--- src/rtl/uartlite_pkg.sv ---
// Shared definitions for the AXI UART Lite register map.
// Register byte offsets, status/control bit meanings, AXI response codes and
// the transmit-writer state encoding. Intended for reuse by the receive-side
// reader as well.
package uartlite_pkg;

    // Register offsets inside the UART Lite AXI4-Lite window
    localparam logic [3:0] REG_RX   = 4'h0;
    localparam logic [3:0] REG_TX   = 4'h4;
    localparam logic [3:0] REG_STAT = 4'h8;
    localparam logic [3:0] REG_CTRL = 4'hC;

    // Status register bit positions
    localparam int STAT_TXFULL  = 3;
    localparam int STAT_TXEMPTY = 2;

    // Control register values
    localparam logic [31:0] CTRL_RST_TX = 32'h0000_0001;

    // AXI response codes
    localparam logic [1:0] RESP_OKAY   = 2'b00;
    localparam logic [1:0] RESP_EXOKAY = 2'b01;
    localparam logic [1:0] RESP_SLVERR = 2'b10;
    localparam logic [1:0] RESP_DECERR = 2'b11;

    // Transmit writer FSM states
    typedef enum logic [2:0] {
        ST_INIT_AW,
        ST_INIT_B,
        ST_IDLE,
        ST_RD_A,
        ST_RD_D,
        ST_GAP,
        ST_WR,
        ST_WR_B
    } state_t;

endpackage

--- src/rtl/uartlite_axi_writer_if.sv ---
// AXI4-Lite bus between the transmit writer (master) and the UART Lite (slave).
// Signals:
//   write address : m_axi_awaddr, m_axi_awvalid, m_axi_awready
//   write data    : m_axi_wdata, m_axi_wstrb, m_axi_wvalid, m_axi_wready
//   write response: m_axi_bresp, m_axi_bvalid, m_axi_bready
//   read address  : m_axi_araddr, m_axi_arvalid, m_axi_arready
//   read data     : m_axi_rdata, m_axi_rresp, m_axi_rvalid, m_axi_rready
interface uartlite_axi_writer_if;
    import uartlite_pkg::*;

    logic [3:0]  m_axi_awaddr;
    logic        m_axi_awvalid;
    logic        m_axi_awready;
    logic [31:0] m_axi_wdata;
    logic [3:0]  m_axi_wstrb;
    logic        m_axi_wvalid;
    logic        m_axi_wready;
    logic [1:0]  m_axi_bresp;
    logic        m_axi_bvalid;
    logic        m_axi_bready;
    logic [3:0]  m_axi_araddr;
    logic        m_axi_arvalid;
    logic        m_axi_arready;
    logic [31:0] m_axi_rdata;
    logic [1:0]  m_axi_rresp;
    logic        m_axi_rvalid;
    logic        m_axi_rready;

    modport master (
        output m_axi_awaddr, m_axi_awvalid, m_axi_wdata, m_axi_wstrb, m_axi_wvalid,
        output m_axi_bready, m_axi_araddr, m_axi_arvalid, m_axi_rready,
        input  m_axi_awready, m_axi_wready, m_axi_bresp, m_axi_bvalid,
        input  m_axi_arready, m_axi_rdata, m_axi_rresp, m_axi_rvalid
    );

    modport slave (
        input  m_axi_awaddr, m_axi_awvalid, m_axi_wdata, m_axi_wstrb, m_axi_wvalid,
        input  m_axi_bready, m_axi_araddr, m_axi_arvalid, m_axi_rready,
        output m_axi_awready, m_axi_wready, m_axi_bresp, m_axi_bvalid,
        output m_axi_arready, m_axi_rdata, m_axi_rresp, m_axi_rvalid
    );

endinterface

--- src/rtl/uartlite_axi_writer.sv ---
// Byte-stream to AXI UART Lite TX FIFO writer.
// Accepts bytes on a valid/ready stream; for each byte it polls the status
// register until the TX FIFO is not full, then writes the byte to the TX FIFO.
// Optionally resets the TX FIFO once after reset.
// Ports:
//   clk_i, rst_i       : clock, asynchronous active-high reset
//   data_i, valid_i    : input byte stream
//   ready_o            : byte accepted on valid_i & ready_o
//   busy_o             : FSM not idle
//   err_o              : sticky, set by any non-OKAY read or write response
//   tx_count_o         : bytes written with an OKAY response (wraps)
//   axi                : AXI4-Lite master port towards the UART Lite
module uartlite_axi_writer
    import uartlite_pkg::*;
#(
    parameter int POLL_GAP          = 4,
    parameter bit CLEAR_TX_ON_START = 1'b1,
    parameter int CNT_W             = 16
) (
    input  logic                  clk_i,
    input  logic                  rst_i,
    input  logic [7:0]            data_i,
    input  logic                  valid_i,
    output logic                  ready_o,
    output logic                  busy_o,
    output logic                  err_o,
    output logic [CNT_W-1:0]      tx_count_o,
    uartlite_axi_writer_if.master axi
);

    localparam int GAP_W = (POLL_GAP > 1) ? $clog2(POLL_GAP) : 1;
    localparam logic [GAP_W-1:0] GAP_LAST = (POLL_GAP > 0) ? GAP_W'(POLL_GAP - 1) : '0;
    localparam state_t RESET_STATE = CLEAR_TX_ON_START ? ST_INIT_AW : ST_IDLE;

    state_t             state_reg, state_next;
    logic [7:0]         byte_reg;
    logic               aw_done_reg, aw_done_next;
    logic               w_done_reg, w_done_next;
    logic [GAP_W-1:0]   gap_cnt_reg;
    logic               err_reg;
    logic [CNT_W-1:0]   count_reg;
    logic               ready_reg;
    logic               busy_reg;
    // Holds the init write off the bus while reset is asserted, so every
    // valid is low during reset even though the state is already INIT_AW.
    logic               armed_reg;

    logic aw_hs, w_hs, accept, rd_err, wr_err, wr_ok;
    logic unused_rdata;

    assign aw_hs  = axi.m_axi_awvalid & axi.m_axi_awready;
    assign w_hs   = axi.m_axi_wvalid & axi.m_axi_wready;
    assign accept = (state_reg == ST_IDLE) & valid_i & ready_reg;
    assign rd_err = (state_reg == ST_RD_D) & axi.m_axi_rvalid & (axi.m_axi_rresp != RESP_OKAY);
    assign wr_err = ((state_reg == ST_WR_B) | (state_reg == ST_INIT_B))
                    & axi.m_axi_bvalid & (axi.m_axi_bresp != RESP_OKAY);
    assign wr_ok  = (state_reg == ST_WR_B) & axi.m_axi_bvalid & (axi.m_axi_bresp == RESP_OKAY);

    // Only the TX-full flag matters for flow control.
    assign unused_rdata = ^{axi.m_axi_rdata[31:STAT_TXFULL+1], axi.m_axi_rdata[STAT_TXFULL-1:0]};

    assign ready_o    = ready_reg;
    assign busy_o     = busy_reg;
    assign err_o      = err_reg;
    assign tx_count_o = count_reg;

    // State and datapath registers
    always_ff @(posedge clk_i or posedge rst_i) begin
        if (rst_i) begin
            state_reg   <= RESET_STATE;
            byte_reg    <= '0;
            aw_done_reg <= 1'b0;
            w_done_reg  <= 1'b0;
            gap_cnt_reg <= '0;
            err_reg     <= 1'b0;
            count_reg   <= '0;
            ready_reg   <= 1'b0;
            busy_reg    <= 1'b0;
            armed_reg   <= 1'b0;
        end else begin
            state_reg   <= state_next;
            aw_done_reg <= aw_done_next;
            w_done_reg  <= w_done_next;
            armed_reg   <= 1'b1;
            // Registered from the next state so they line up with state_reg.
            ready_reg   <= (state_next == ST_IDLE);
            busy_reg    <= (state_next != ST_IDLE);
            gap_cnt_reg <= (state_reg == ST_GAP) ? gap_cnt_reg + 1'b1 : '0;
            if (accept) begin
                byte_reg <= data_i;
            end
            if (rd_err || wr_err) begin
                err_reg <= 1'b1;
            end
            if (wr_ok) begin
                count_reg <= count_reg + 1'b1;
            end
        end
    end

    // Next-state logic
    always_comb begin
        state_next   = state_reg;
        aw_done_next = aw_done_reg;
        w_done_next  = w_done_reg;
        case (state_reg)
            ST_INIT_AW, ST_WR: begin
                // Address and data channels complete independently.
                aw_done_next = aw_done_reg | aw_hs;
                w_done_next  = w_done_reg | w_hs;
                if (aw_done_next && w_done_next) begin
                    state_next   = (state_reg == ST_INIT_AW) ? ST_INIT_B : ST_WR_B;
                    aw_done_next = 1'b0;
                    w_done_next  = 1'b0;
                end
            end
            ST_INIT_B: begin
                if (axi.m_axi_bvalid) begin
                    state_next = ST_IDLE;
                end
            end
            ST_IDLE: begin
                if (accept) begin
                    state_next = ST_RD_A;
                end
            end
            ST_RD_A: begin
                if (axi.m_axi_arready) begin
                    state_next = ST_RD_D;
                end
            end
            ST_RD_D: begin
                if (axi.m_axi_rvalid) begin
                    if (axi.m_axi_rresp != RESP_OKAY) begin
                        state_next = ST_IDLE;
                    end else if (axi.m_axi_rdata[STAT_TXFULL]) begin
                        state_next = (POLL_GAP == 0) ? ST_RD_A : ST_GAP;
                    end else begin
                        state_next = ST_WR;
                    end
                end
            end
            ST_GAP: begin
                if (gap_cnt_reg == GAP_LAST) begin
                    state_next = ST_RD_A;
                end
            end
            ST_WR_B: begin
                if (axi.m_axi_bvalid) begin
                    state_next = ST_IDLE;
                end
            end
            default: state_next = ST_IDLE;
        endcase
    end

    // Bus outputs decoded from the state; valids follow the async state reset.
    always_comb begin
        axi.m_axi_awaddr  = '0;
        axi.m_axi_awvalid = 1'b0;
        axi.m_axi_wdata   = '0;
        axi.m_axi_wstrb   = '0;
        axi.m_axi_wvalid  = 1'b0;
        axi.m_axi_bready  = 1'b0;
        axi.m_axi_araddr  = '0;
        axi.m_axi_arvalid = 1'b0;
        axi.m_axi_rready  = 1'b0;
        case (state_reg)
            ST_INIT_AW: begin
                axi.m_axi_awaddr  = REG_CTRL;
                axi.m_axi_awvalid = armed_reg & ~aw_done_reg;
                axi.m_axi_wdata   = CTRL_RST_TX;
                axi.m_axi_wstrb   = 4'b0001;
                axi.m_axi_wvalid  = armed_reg & ~w_done_reg;
            end
            ST_WR: begin
                axi.m_axi_awaddr  = REG_TX;
                axi.m_axi_awvalid = ~aw_done_reg;
                axi.m_axi_wdata   = {24'h0, byte_reg};
                axi.m_axi_wstrb   = 4'b0001;
                axi.m_axi_wvalid  = ~w_done_reg;
            end
            ST_INIT_B, ST_WR_B: begin
                axi.m_axi_bready = 1'b1;
            end
            ST_RD_A: begin
                axi.m_axi_araddr  = REG_STAT;
                axi.m_axi_arvalid = 1'b1;
            end
            ST_RD_D: begin
                axi.m_axi_rready = 1'b1;
            end
            default: ;
        endcase
    end

endmodule
--- src/flat_wrapper.sv ---
// flat-port wrapper written by rule: the top's interface ports become plain ports
module uartlite_axi_writer_flat import uartlite_pkg::*;
#(
    parameter int POLL_GAP          = 4,
    parameter bit CLEAR_TX_ON_START = 1'b1,
    parameter int CNT_W             = 16
)
  (clk_i, rst_i, data_i, valid_i, ready_o, busy_o, err_o, tx_count_o, axi_m_axi_awaddr, axi_m_axi_awvalid, axi_m_axi_wdata, axi_m_axi_wstrb, axi_m_axi_wvalid, axi_m_axi_bready, axi_m_axi_araddr, axi_m_axi_arvalid, axi_m_axi_rready, axi_m_axi_awready, axi_m_axi_wready, axi_m_axi_bresp, axi_m_axi_bvalid, axi_m_axi_arready, axi_m_axi_rdata, axi_m_axi_rresp, axi_m_axi_rvalid);
  uartlite_axi_writer_if axi_i ();
  input  logic clk_i;
  input  logic rst_i;
  input  logic [7:0] data_i;
  input  logic valid_i;
  output logic ready_o;
  output logic busy_o;
  output logic err_o;
  output logic [CNT_W-1:0] tx_count_o;
  output wire logic [$bits(axi_i.m_axi_awaddr)-1:0] axi_m_axi_awaddr;
  output wire logic [$bits(axi_i.m_axi_awvalid)-1:0] axi_m_axi_awvalid;
  output wire logic [$bits(axi_i.m_axi_wdata)-1:0] axi_m_axi_wdata;
  output wire logic [$bits(axi_i.m_axi_wstrb)-1:0] axi_m_axi_wstrb;
  output wire logic [$bits(axi_i.m_axi_wvalid)-1:0] axi_m_axi_wvalid;
  output wire logic [$bits(axi_i.m_axi_bready)-1:0] axi_m_axi_bready;
  output wire logic [$bits(axi_i.m_axi_araddr)-1:0] axi_m_axi_araddr;
  output wire logic [$bits(axi_i.m_axi_arvalid)-1:0] axi_m_axi_arvalid;
  output wire logic [$bits(axi_i.m_axi_rready)-1:0] axi_m_axi_rready;
  input wire logic [$bits(axi_i.m_axi_awready)-1:0] axi_m_axi_awready;
  input wire logic [$bits(axi_i.m_axi_wready)-1:0] axi_m_axi_wready;
  input wire logic [$bits(axi_i.m_axi_bresp)-1:0] axi_m_axi_bresp;
  input wire logic [$bits(axi_i.m_axi_bvalid)-1:0] axi_m_axi_bvalid;
  input wire logic [$bits(axi_i.m_axi_arready)-1:0] axi_m_axi_arready;
  input wire logic [$bits(axi_i.m_axi_rdata)-1:0] axi_m_axi_rdata;
  input wire logic [$bits(axi_i.m_axi_rresp)-1:0] axi_m_axi_rresp;
  input wire logic [$bits(axi_i.m_axi_rvalid)-1:0] axi_m_axi_rvalid;
  assign axi_m_axi_awaddr = axi_i.m_axi_awaddr;
  assign axi_m_axi_awvalid = axi_i.m_axi_awvalid;
  assign axi_m_axi_wdata = axi_i.m_axi_wdata;
  assign axi_m_axi_wstrb = axi_i.m_axi_wstrb;
  assign axi_m_axi_wvalid = axi_i.m_axi_wvalid;
  assign axi_m_axi_bready = axi_i.m_axi_bready;
  assign axi_m_axi_araddr = axi_i.m_axi_araddr;
  assign axi_m_axi_arvalid = axi_i.m_axi_arvalid;
  assign axi_m_axi_rready = axi_i.m_axi_rready;
  assign axi_i.m_axi_awready = axi_m_axi_awready;
  assign axi_i.m_axi_wready = axi_m_axi_wready;
  assign axi_i.m_axi_bresp = axi_m_axi_bresp;
  assign axi_i.m_axi_bvalid = axi_m_axi_bvalid;
  assign axi_i.m_axi_arready = axi_m_axi_arready;
  assign axi_i.m_axi_rdata = axi_m_axi_rdata;
  assign axi_i.m_axi_rresp = axi_m_axi_rresp;
  assign axi_i.m_axi_rvalid = axi_m_axi_rvalid;
  uartlite_axi_writer #(.POLL_GAP(POLL_GAP), .CLEAR_TX_ON_START(CLEAR_TX_ON_START), .CNT_W(CNT_W)) u_core (.clk_i(clk_i), .rst_i(rst_i), .data_i(data_i), .valid_i(valid_i), .ready_o(ready_o), .busy_o(busy_o), .err_o(err_o), .tx_count_o(tx_count_o), .axi(axi_i));
endmodule
--- config.mk ---
export PLATFORM = sky130hd
export DESIGN_NAME = uartlite_axi_writer_flat
export DESIGN_NICKNAME = d
export VERILOG_FILES = /design/src/rtl/uartlite_pkg.sv /design/src/rtl/uartlite_axi_writer_if.sv /design/src/rtl/uartlite_axi_writer.sv /design/src/flat_wrapper.sv
export SDC_FILE = /design/constraint.sdc
export NUM_CORES = 1
export LEC_CHECK = 0
export BUFFER_PORTS_ARGS = -buffer_cell sky130_fd_sc_hd__buf_2
export CAP_MARGIN = 40
export CORE_MARGIN = 2
export CORE_UTILIZATION = 47
export CTS_CLUSTER_DIAMETER = 100
export CTS_CLUSTER_SIZE = 25
export DETAILED_ROUTE_END_ITERATION = 12
export PLACE_DENSITY = 0.89
export SLEW_MARGIN = 10
export SYNTH_ARGS = -nofsm -noshare
export SYNTH_HDL_FRONTEND = slang
export SYNTH_SLANG_ARGS = --single-unit
--- constraint.sdc ---
create_clock -name clk_i -period 3.25 [get_ports clk_i]
set_input_delay 0.4875 -clock clk_i [delete_from_list [all_inputs] [get_ports clk_i]]
set_output_delay 0.4875 -clock clk_i [all_outputs]
set_load 0.05 [all_outputs]
==> results of run 1 <==
through the flow:
step                setup WS, ps  hold slack, ps   util  area, sq um
finish                       745             284  0.570         2310
global route                 565             347  0.570         2310
CTS                          723             295  0.570         2310
detailed placement          1050             446  0.545         2210
global placement            1050             438  0.545         2210
floorplan                    523             415      -         2130
Yosys cell counts (2+ instances only):
| cell | count |
|---|---|
| nor3_1 | 3 |
| nor4_4 | 2 |
| nand2_1 | 10 |
| and3_1 | 4 |
| xor2_1 | 6 |
| inv_1 | 4 |
| or2_2 | 2 |
| nor2_1 | 10 |
| o211ai_1 | 2 |
| o2111ai_1 | 2 |
| nor2b_1 | 2 |
| buf_2 | 2 |
| a21oi_1 | 2 |
| buf_4 | 35 |
| mux2_2 | 9 |
| and4_1 | 3 |
| nand2b_1 | 3 |
| ha_1 | 2 |
| and2_1 | 7 |
| xnor2_1 | 9 |
| o21ai_0 | 6 |
| conb_1 | 2 |
| nand4_1 | 6 |
| dfrtp_1 | 35 |
| a21o_1 | 3 |
| nand3_1 | 5 |
how the worst min path moves through the flow:
stage	start	endpoint	slack [ps]	cells past startpoint
5_1_grt	rst_i	u_core.tx_count_o[10]$_DFFE_PP0P_	350	3
3_5_place_dp	u_core.gap_cnt_reg[0]$_DFF_PP0_	u_core.gap_cnt_reg[0]$_DFF_PP0_	450	1
3_3_place_gp	u_core.gap_cnt_reg[0]$_DFF_PP0_	u_core.gap_cnt_reg[0]$_DFF_PP0_	440	1
4_1_cts	rst_i	u_core.tx_count_o[3]$_DFFE_PP0P_	300	3
6_report	rst_i	u_core.tx_count_o[3]$_DFFE_PP0P_	280	3
2_1_floorplan	u_core.gap_cnt_reg[0]$_DFF_PP0_	u_core.gap_cnt_reg[0]$_DFF_PP0_	410	1
layer usage:
metal	GRT usage	routed length, um
met4	0.0588	55
met5	0	0
met2	0.249	1740
met1	0.206	1660
met3	0.0567	292
worst max-delay path: stages (launching register included):
cell	delay (ps)
dfrtp_1	670
nand2_1	140
nor2_1	430
a21oi_1	120
nor2_1	110
buf_2	260
logic make-up (layout without fill, tap and decap cells):
kind of cell,Yosys count,after routing
flip-flops,35,35
other,2,33
multiplexers,9,9
AND/OR/NAND/NOR,65,65
adder cells (fa/ha/maj),2,2
buffers and inverters,41,68
XOR/XNOR,15,15
AO/OA/AOI/OAI,24,24
power by group:
group | leakage [nW] | internal [mW] | switching (mW)
clock | 0.0513 | 0.225 | 0.146
combinational | 0.738 | 0.248 | 0.628
sequential | 0.457 | 0.537 | 0.114
final cells by class:
| type | instances | share of cell area |
|---|---|---|
| Tap cell | 50 | 0.0270 |
| Inverter | 4 | 0.00649 |
| Multi-Input combinational cell | 148 | 0.419 |
| Clock buffer | 6 | 0.0314 |
| Sequential cell | 35 | 0.379 |
| Timing Repair Buffer | 57 | 0.124 |
| Clock inverter | 1 | 0.0130 |
==> reports/metrics.csv, run 1 <==
stage,metric,value,unit
worst_setup_path,R2R Path Start,u_core.state_reg[0]$_DFF_PP0_,
yosys,register area share after synthesis,0.435,
sta,final worst path period share,0.771,
final_layout,"most common cell after layout, fill and taps aside",buf_2,
yosys,number of enable flip-flop cells after synthesis,0,
pwr,Static Leak,1.25,nW
sta,Fmax,399,MHz
sta,Slew HR,0.650,
yosys,fraction of registers with async set/reset,1.00,
sta,RSZ-0062 raised after global routing,no,
cts,CTS buffer count,5,
floorplan,Initial Utilization,0.496,
final_layout,# nets final,305,
yosys,dominant cell type by area after synthesis,dfrtp_1,
worst_setup_path,Reg2Reg Capture Point,u_core.tx_count_o[12]$_DFFE_PP0P_,
worst_setup_path,"Max FO, Critical Path",16,
yosys,adder-cell share of the synthesized area,0.0124,
final_layout,number of flip-flops in the largest register,16,
pwr,worst vdd ir,0.453,mV
job,maxcap violations,0,
yosys,Synth top area share,0.435,
worst_setup_path,required time of the critical path,2760,ps
floorplan,Core ar.,4060,sq um
floorplan,die area,4820,sq um
worst_setup_path,R2R depth,4,
worst_setup_path,CP Capture Type,primary output,
route,routed via count,1460,
status,status,"complete, no violations",
sta,pins over their slew limit,0,
sta,final hold vios,0,
final_layout,register area,876,sq um
final_layout,most frequent cells in the layout,"buf_2, dfrtp_1, conb_1, nand2_1, nor2_1",
yosys,Post-synth top flop,dfrtp_1,
worst_setup_path,Critical Path AT,2020,ps
route,Residual DRC,0,
worst_setup_path,Setup CP Type,register to primary output,
global_route,wire length of the first global-routing pass,6240,um
sta,Slew @ Worst Pin,525,ps
floorplan,Die Span Y,69.4,um
floorplan,I/O Pins,120,
final_layout,n_diodes,0,
sta,Fin Setup TNS,0,ps
worst_setup_path,r2r setup slk,1410,ps
final_layout,fill count,380,
final_layout,layout cells sized above 1,0.323,
cts,CTS Root Cell,clkbuf_8,
cts,maximum root-to-sink buffer count,2,
route,post-route ant nets,0,
worst_setup_path,crit path launch type,register,
route,Routed WL,3750,um
cts,"Reg clk slew, reported paths",70,ps
yosys,post-synthesis compound-gate area fraction,0.0840,
placement,IO Port Bufs,56,
cts,worst skew pair latency,280,ps
worst_setup_path,crit path to,axi_m_axi_awvalid,
global_route,GRT Util Overall,0.160,
placement,HPWL after detailed placement,2860,um
yosys,syn avg cell area,10.4,sq um
yosys,count of cell types in the netlist,43,
cts,Clock Sinks,35,
worst_setup_path,Worst Setup SP,u_core.state_reg[2]$_DFF_PP0_,
placement,routability cong.,0.870,
yosys,Syn. warnings,0,
pwr,Tot Pwr,1.90,mW
floorplan,Rows,23,
global_route,Overflow after GRT,0,
yosys,Synth Register Bits,35,
final_layout,fin cells,301,
cts,# Post-CTS Setup Buffers,0,
route,Detailed Routing Iterations Pass 1,7,
sta,final worst clock skew,4.58,ps
placement,Placed Cells incl. Taps,294,
floorplan,Die Span X,69.4,um
global_route,vias in the first global route,1348,
route,Via density,4.85,
final_layout,area occupied by multi-input gates,970,sq um
cts,H-Tree Level Count,2,
final_layout,Area growth syn-to-layout,15.0,%
global_route,largest net degree at the start of global routing,36,
yosys,XOR/XNOR Fraction of Synth Area,0.0653,
sta,endpoints failing setup,0,
sta,fin crit period,2510,ps
route,drt initial violations,118,
yosys,largest cells by area after synthesis,"dfrtp_1, buf_4, mux2_2",
yosys,mux share of post-synthesis cell area,0.0504,
cts,# resized after CTS,0,
yosys,Syn Inst Count,193,
pwr,power per cell area,820,nW/um^2
global_route,initial antenna violation count,0,
worst_hold_path,worst min-delay path class,input pin to async pin,
yosys,Post-Synth Simple-Gate Area,0.206,
route,Routed WL per cell,12.4,um
cts,CTS tree,done,
yosys,largest family of logic cells by synthesized area,simple AND/OR/NAND/NOR gates,
cts,CTS Hold Bufs,0,
yosys,synthesized area,2010,sq um
Power figures use the tool's default switching activity.
==> run 2: changes to the inputs <==
--- a/config.mk
+++ b/config.mk
@@ -8,11 +8,11 @@
 export BUFFER_PORTS_ARGS = -buffer_cell sky130_fd_sc_hd__buf_2
 export CAP_MARGIN = 40
 export CORE_MARGIN = 2
-export CORE_UTILIZATION = 47
+export CORE_UTILIZATION = 39
 export CTS_CLUSTER_DIAMETER = 100
 export CTS_CLUSTER_SIZE = 25
 export DETAILED_ROUTE_END_ITERATION = 12
-export PLACE_DENSITY = 0.89
+export PLACE_DENSITY = 0.79
 export SLEW_MARGIN = 10
 export SYNTH_ARGS = -nofsm -noshare
 export SYNTH_HDL_FRONTEND = slang
==> constraint.sdc (replaced) <==
create_clock -name clk_i -period 2.25 [get_ports clk_i]
set_input_delay 0.3375 -clock clk_i [delete_from_list [all_inputs] [get_ports clk_i]]
set_output_delay 0.3375 -clock clk_i [all_outputs]
set_load 0.05 [all_outputs]
==> reports/metrics.csv, run 2 (same netlist as run 1, synthesis figures left out) <==
stage,metric,value,unit,change
route,post-route ant nets,0,,unchanged
route,top layer in use,met4,,
floorplan,Initial Utilization,0.399,,-0.0968
cts,Clock Sinks,35,,unchanged
route,Metal-1 WL,1710,um,+2.6%
sta,fin crit period,2060,ps,
cts,CTS Hold Bufs,0,,unchanged
sta,RSZ-0062 raised after global routing,no,,
floorplan,Core ar.,5040,sq um,+24%
pwr,Static Leak,1.27,nW,+2.1%
global_route,initial antenna violation count,0,,unchanged
worst_setup_path,"Max FO, Critical Path",10,,-6
placement,IO Port Bufs,56,,unchanged
cts,maximum root-to-sink buffer count,2,,unchanged
final_layout,# nets final,308,,+0.98%
global_route,GRT Util Overall,0.143,,-0.0172
placement,routability cong.,0.805,,-7.5%
route,met2 wire length,1830,um,+5.6%
sta,final worst path period share,0.916,,
cts,"Reg clk slew, reported paths",70,ps,about the same
route,drt initial violations,29,,-75%
route,Detailed Routing Iterations Pass 1,5,,-2
worst_hold_path,worst min-delay path class,input pin to async pin,,
route,routed via count,1476,,+1.1%
route,Residual DRC,0,,unchanged
global_route,vias in the first global route,1307,,-3.0%
sta,Fin Setup TNS,0,ps,unchanged
sta,final worst clock skew,3.72,ps,-0.859 ps
sta,pins over their slew limit,0,,unchanged
route,Routed WL,3900,um,+4.2%
cts,worst skew pair latency,280,ps,about the same
cts,H-Tree Level Count,2,,unchanged
worst_setup_path,CP Capture Type,primary output,,
final_layout,fill count,498,,+31%
worst_setup_path,required time of the critical path,1910,ps,-850 ps
floorplan,die area,5750,sq um,+19%
global_route,largest net degree at the start of global routing,36,,unchanged
route,Detail Route met3 WL,281,um,-3.8%
cts,CTS tree,done,,
route,Routed WL per cell,12.0,um,-3.5%
sta,Fmax,485,MHz,
pwr,worst vdd ir,0.581,mV,+28%
sta,Hold WS,140,ps,-145 ps
final_layout,layout cells sized above 1,0.349,,+0.0263
global_route,Overflow after GRT,0,,unchanged
floorplan,I/O Pins,120,,unchanged
final_layout,n_diodes,0,,unchanged
placement,HPWL after detailed placement,2990,um,+4.6%
cts,CTS buffer count,5,,unchanged
job,maxcap violations,0,,unchanged
sta,final hold vios,0,,unchanged
route,Via density,4.54,,-6.4%
sta,endpoints failing setup,0,,unchanged
floorplan,Die Span X,75.8,um,+9.2%
global_route,wire length of the first global-routing pass,6130,um,-1.8%
worst_setup_path,Setup CP Type,register to primary output,,
final_layout,"most common cell after layout, fill and taps aside",buf_2,,
status,status,"complete, no violations",,
final_layout,most frequent cells in the layout,"buf_2, dfrtp_1, conb_1, nand2_1",,
final_layout,number of flip-flops in the largest register,16,,unchanged
floorplan,Die Span Y,75.8,um,+9.2%
worst_setup_path,crit path launch type,register,,
worst_setup_path,Critical Path AT,1720,ps,-300 ps
cts,CTS Root Cell,clkbuf_8,,
pwr,power per cell area,1190,nW/um^2,+45%
floorplan,Rows,26,,+13%
pwr,Tot Pwr,2.84,mW,+50%
final_layout,Area growth syn-to-layout,18.8,%,
==> run 2: area by class of cell <==
type                    count  area [sq um]  area share
multi-input cells         148           983       0.412
clock inverters             2          35.0      0.0147
inverters                   4          15.0     0.00628
flip-flops and latches     35           876       0.366
well taps                  70          87.6      0.0366
clock buffers               6          82.6      0.0346
repair buffers             60           310       0.130
==> run 2: worst max-delay path, cell delays in order, from the launching register on <==
cell     delay [ps]
dfrtp_1         510
nand2_1         130
nor2_2          310
a21oi_1         140
nor2_2          100
buf_2           260
==> run 2: final timing paths <==
| kind | start | to | slack [ps] | cells past startpoint |
|---|---|---|---|---|
| setup / recovery | u_core.state_reg[2]$_DFF_PP0_ | axi_m_axi_awvalid | 190 | 5 |
| hold / removal | rst_i | u_core.tx_count_o[3]$_DFFE_PP0P_ | 140 | 3 |
| setup reg to reg | u_core.state_reg[0]$_DFF_PP0_ | u_core.tx_count_o[12]$_DFFE_PP0P_ | 410 | 4 |
| hold reg to reg | u_core.gap_cnt_reg[0]$_DFF_PP0_ | u_core.gap_cnt_reg[0]$_DFF_PP0_ | 440 | 1 |
| max in group asynchronous | rst_i | u_core.tx_count_o[6]$_DFFE_PP0P_ | 1810 | 3 |
| min in group clk_i | data_i[0] | u_core.byte_reg[0]$_DFFE_PP0P_ | 290 | 2 |
==> run 2: power by group <==
group / internal (mW) / total, mW / switching [mW]
Combinational: 0.395 / 1.38 / 0.981
Sequential: 0.776 / 0.890 / 0.114
Clock: 0.358 / 0.574 / 0.216
==> run 2: timing repair <==
| item | 4_1_cts | 5_1_grt |
|---|---|---|
| resized for setup | 1 | 0 |
| endpoints found under the setup margin | 2 | 0 |
| endpoints found under the hold margin | 0 | 0 |
| buffers inserted | 0 | 0 |
==> run 2: stage by stage <==
stage                     std cells  worst slack, ps  utilization  cell area [sq um]
after floorplan                 224              107            -               2140
after global placement          317              337        0.450               2270
after detailed placement        317              327        0.450               2270
after CTS                       325              170        0.474               2390
after global routing            325             28.2        0.474               2390
final                           325              188        0.474               2390
==> run 2: metal layers <==
metal  global-route usage  vias up
li1                     -      721
met1                0.193      697
met2                0.211       50
met3               0.0463        8
met4               0.0624        0
met5                    0        -
==> run 3: changes to the inputs <==
--- a/config.mk
+++ b/config.mk
@@ -5,10 +5,11 @@
 export SDC_FILE = /design/constraint.sdc
 export NUM_CORES = 1
 export LEC_CHECK = 0
-export BUFFER_PORTS_ARGS = -buffer_cell sky130_fd_sc_hd__buf_2
+export ABC_AREA = 1
+export BUFFER_PORTS_ARGS = -buffer_cell sky130_fd_sc_hd__buf_4
 export CAP_MARGIN = 40
 export CORE_MARGIN = 2
-export CORE_UTILIZATION = 39
+export CORE_UTILIZATION = 40
 export CTS_CLUSTER_DIAMETER = 100
 export CTS_CLUSTER_SIZE = 25
 export DETAILED_ROUTE_END_ITERATION = 12
==> reports/metrics.csv, run 3 <==
stage,metric,value,unit,change
yosys,most frequent cell after synthesis,nand2_1,,
floorplan,Die Span Y,77.1,um,+1.6%
pwr,Static Leak,1.43,nW,+12%
final_layout,n_diodes,0,,unchanged
floorplan,Rows,26,,unchanged
placement,routability cong.,0.866,,+7.6%
yosys,fraction of registers with async set/reset,1.00,,unchanged
sta,pins over their slew limit,0,,unchanged
cts,# Post-CTS Setup Buffers,0,,unchanged
job,maxcap violations,0,,unchanged
worst_setup_path,crit path launch type,register,,
cts,"Reg clk slew, reported paths",60,ps,about the same
global_route,initial antenna violation count,0,,unchanged
yosys,dominant cell type by area after synthesis,dfrtp_1,,
floorplan,I/O Pins,120,,unchanged
floorplan,Initial Utilization,0.415,,+0.0163
worst_setup_path,CP Capture Type,primary output,,
sta,endpoints failing setup,0,,unchanged
sta,Fin Setup TNS,0,ps,unchanged
yosys,syn avg cell area,7.96,sq um,-24%
yosys,register area share after synthesis,0.410,,-0.0250
yosys,Synth top cells by count,"nand2_1, nor2_1, buf_4",,
cts,H-Tree Level Count,2,,unchanged
route,routed via count,1739,,+18%
sta,fin crit period,2070,ps,+11.8 ps
route,Routed WL per cell,10.3,um,-15%
route,Detailed Routing Iterations Pass 1,4,,-1
pwr,worst vdd ir,0.664,mV,+14%
sta,final hold vios,0,,unchanged
cts,maximum root-to-sink buffer count,2,,unchanged
global_route,largest net degree at the start of global routing,36,,unchanged
sta,RSZ-0062 raised after global routing,no,,
final_layout,fill count,521,,+4.6%
global_route,GRT Util Overall,0.140,,-0.00341
yosys,Post-synth top flop,dfrtp_1,,
cts,CTS buffer count,5,,unchanged
global_route,Overflow after GRT,0,,unchanged
worst_setup_path,Critical Path AT,1740,ps,+20 ps
worst_setup_path,required time of the critical path,1910,ps,about the same
yosys,Syn Inst Count,268,,+39%
route,Routed WL,4040,um,+3.6%
worst_hold_path,worst min-delay path class,input pin to async pin,,
floorplan,Die Span X,77.1,um,+1.6%
yosys,synthesized area,2130,sq um,+6.1%
route,drt initial violations,100,,+240%
yosys,largest cells by area after synthesis,"dfrtp_1, buf_4, nand2_1",,
sta,final worst clock skew,4.17,ps,+0.449 ps
final_layout,Area growth syn-to-layout,19.6,%,
floorplan,Core ar.,5140,sq um,+1.9%
floorplan,die area,5940,sq um,+3.3%
worst_setup_path,"Max FO, Critical Path",11,,+1
route,post-route ant nets,0,,unchanged
worst_setup_path,Setup CP Type,register to primary output,,
final_layout,"most common cell after layout, fill and taps aside",buf_4,,
yosys,Synth Register Bits,35,,unchanged
cts,worst skew pair latency,280,ps,about the same
yosys,count of cell types in the netlist,29,,-33%
route,Residual DRC,0,,unchanged
cts,CTS tree,done,,
sta,final worst path period share,0.922,,+0.00522
final_layout,most frequent cells in the layout,"buf_4, nand2_1, nor2_1, dfrtp_1, conb_1",,
placement,HPWL after detailed placement,3100,um,+3.8%
final_layout,# nets final,379,,+23%
pwr,power per cell area,995,nW/um^2,-16%
route,Via density,4.41,,-2.8%
global_route,vias in the first global route,1515,,+16%
cts,Clock Sinks,35,,unchanged
yosys,Synth top area share,0.410,,-0.0250
yosys,Syn. warnings,0,,unchanged
final_layout,layout cells sized above 1,0.241,,-0.108
status,status,"complete, no violations",,
placement,IO Port Bufs,56,,unchanged
yosys,number of enable flip-flop cells after synthesis,0,,unchanged
final_layout,post-layout util,0.497,,+0.0229
final_layout,number of flip-flops in the largest register,16,,unchanged
sta,Fmax,482,MHz,-0.57%
global_route,wire length of the first global-routing pass,6780,um,+11%
cts,CTS Root Cell,clkbuf_8,,
run 3: final timing paths:
check	slack, ps	end	cells past startpoint	from
max	180	axi_m_axi_wvalid	6	u_core.state_reg[0]$_DFF_PP0_
max reg2reg	610	u_core.byte_reg[0]$_DFFE_PP0P_	4	u_core.state_reg[1]$_DFF_PP0_
max in group asynchronous	1790	u_core.byte_reg[5]$_DFFE_PP0P_	3	rst_i
min in group clk_i	300	u_core.byte_reg[0]$_DFFE_PP0P_	2	data_i[0]
min reg2reg	440	u_core.gap_cnt_reg[0]$_DFF_PP0_	1	u_core.gap_cnt_reg[0]$_DFF_PP0_
min	150	u_core.byte_reg[6]$_DFFE_PP0P_	3	rst_i
run 3: per-stage QoR:
| step | total power [mW] | cell area [sq um] | setup WS (ps) | hold slack [ps] | cells |
|---|---|---|---|---|---|
| 2_1_floorplan | 1.91 | 2250 | 154 | 410 | 299 |
| 3_3_place_gp | 2.12 | 2470 | 379 | 420 | 388 |
| 3_5_place_dp | 2.15 | 2470 | 367 | 433 | 388 |
| 4_1_cts | 2.56 | 2550 | 52.1 | 170 | 394 |
| 5_1_grt | 2.70 | 2550 | 5.11 | 199 | 394 |
| 6_report | 2.54 | 2550 | 176 | 153 | 394 |
run 3: logic make-up (layout without fill, tap and decap cells):
group | Yosys count | count (layout) | share of synthesized area
and+or+nand+nor | 135 | 135 | 0.297
buffers and inverters | 66 | 91 | 0.186
DFF | 35 | 35 | 0.410
AOI/OAI and AO/OA | 15 | 15 | 0.0369
xor gates and xnor gates | 12 | 12 | 0.0492
adders and majority gates | 2 | 2 | 0.0117
other | 2 | 33 | 0.00352
muxes | 1 | 1 | 0.00528
run 3: area by class of cell:
type                            count  area, sq um  area share
Clock buffer                        6         72.6      0.0284
Multi-Input combinational cell    198          985       0.386
Sequential cell                    35          876       0.343
Inverter                           28          105      0.0412
Tap cell                           70         87.6      0.0343
Timing Repair Buffer               57          428       0.168
run 3: report_power, final:
part | leakage, nW | switching (mW) | internal (mW) | total, mW
registers | 0.440 | 0.103 | 0.764 | 0.868
clock network | 0.0371 | 0.195 | 0.206 | 0.401
logic | 0.951 | 0.934 | 0.339 | 1.27
total | 1.43 | 1.23 | 1.31 | 2.54
run 3: per-layer routing:
metal,vias up,track usage,wire length (um)
li1,873,-,-
met1,791,0.173,1780
met2,70,0.240,1930
met3,5,0.0341,298
met4,0,0.0429,34
met5,-,0,0
run 3: worst max-delay path, cell delays in order (launching register included):
cell     delay (ps)
dfrtp_1         510
inv_1           160
nand3_4         160
nand2_2         230
nand2_1          90
nor2_1          100
buf_4           210
run 3: what timing repair did:
item                       CTS  global route
hold buffers                 0             0
setup endpoints to repair    0             2
resized for setup            0             1
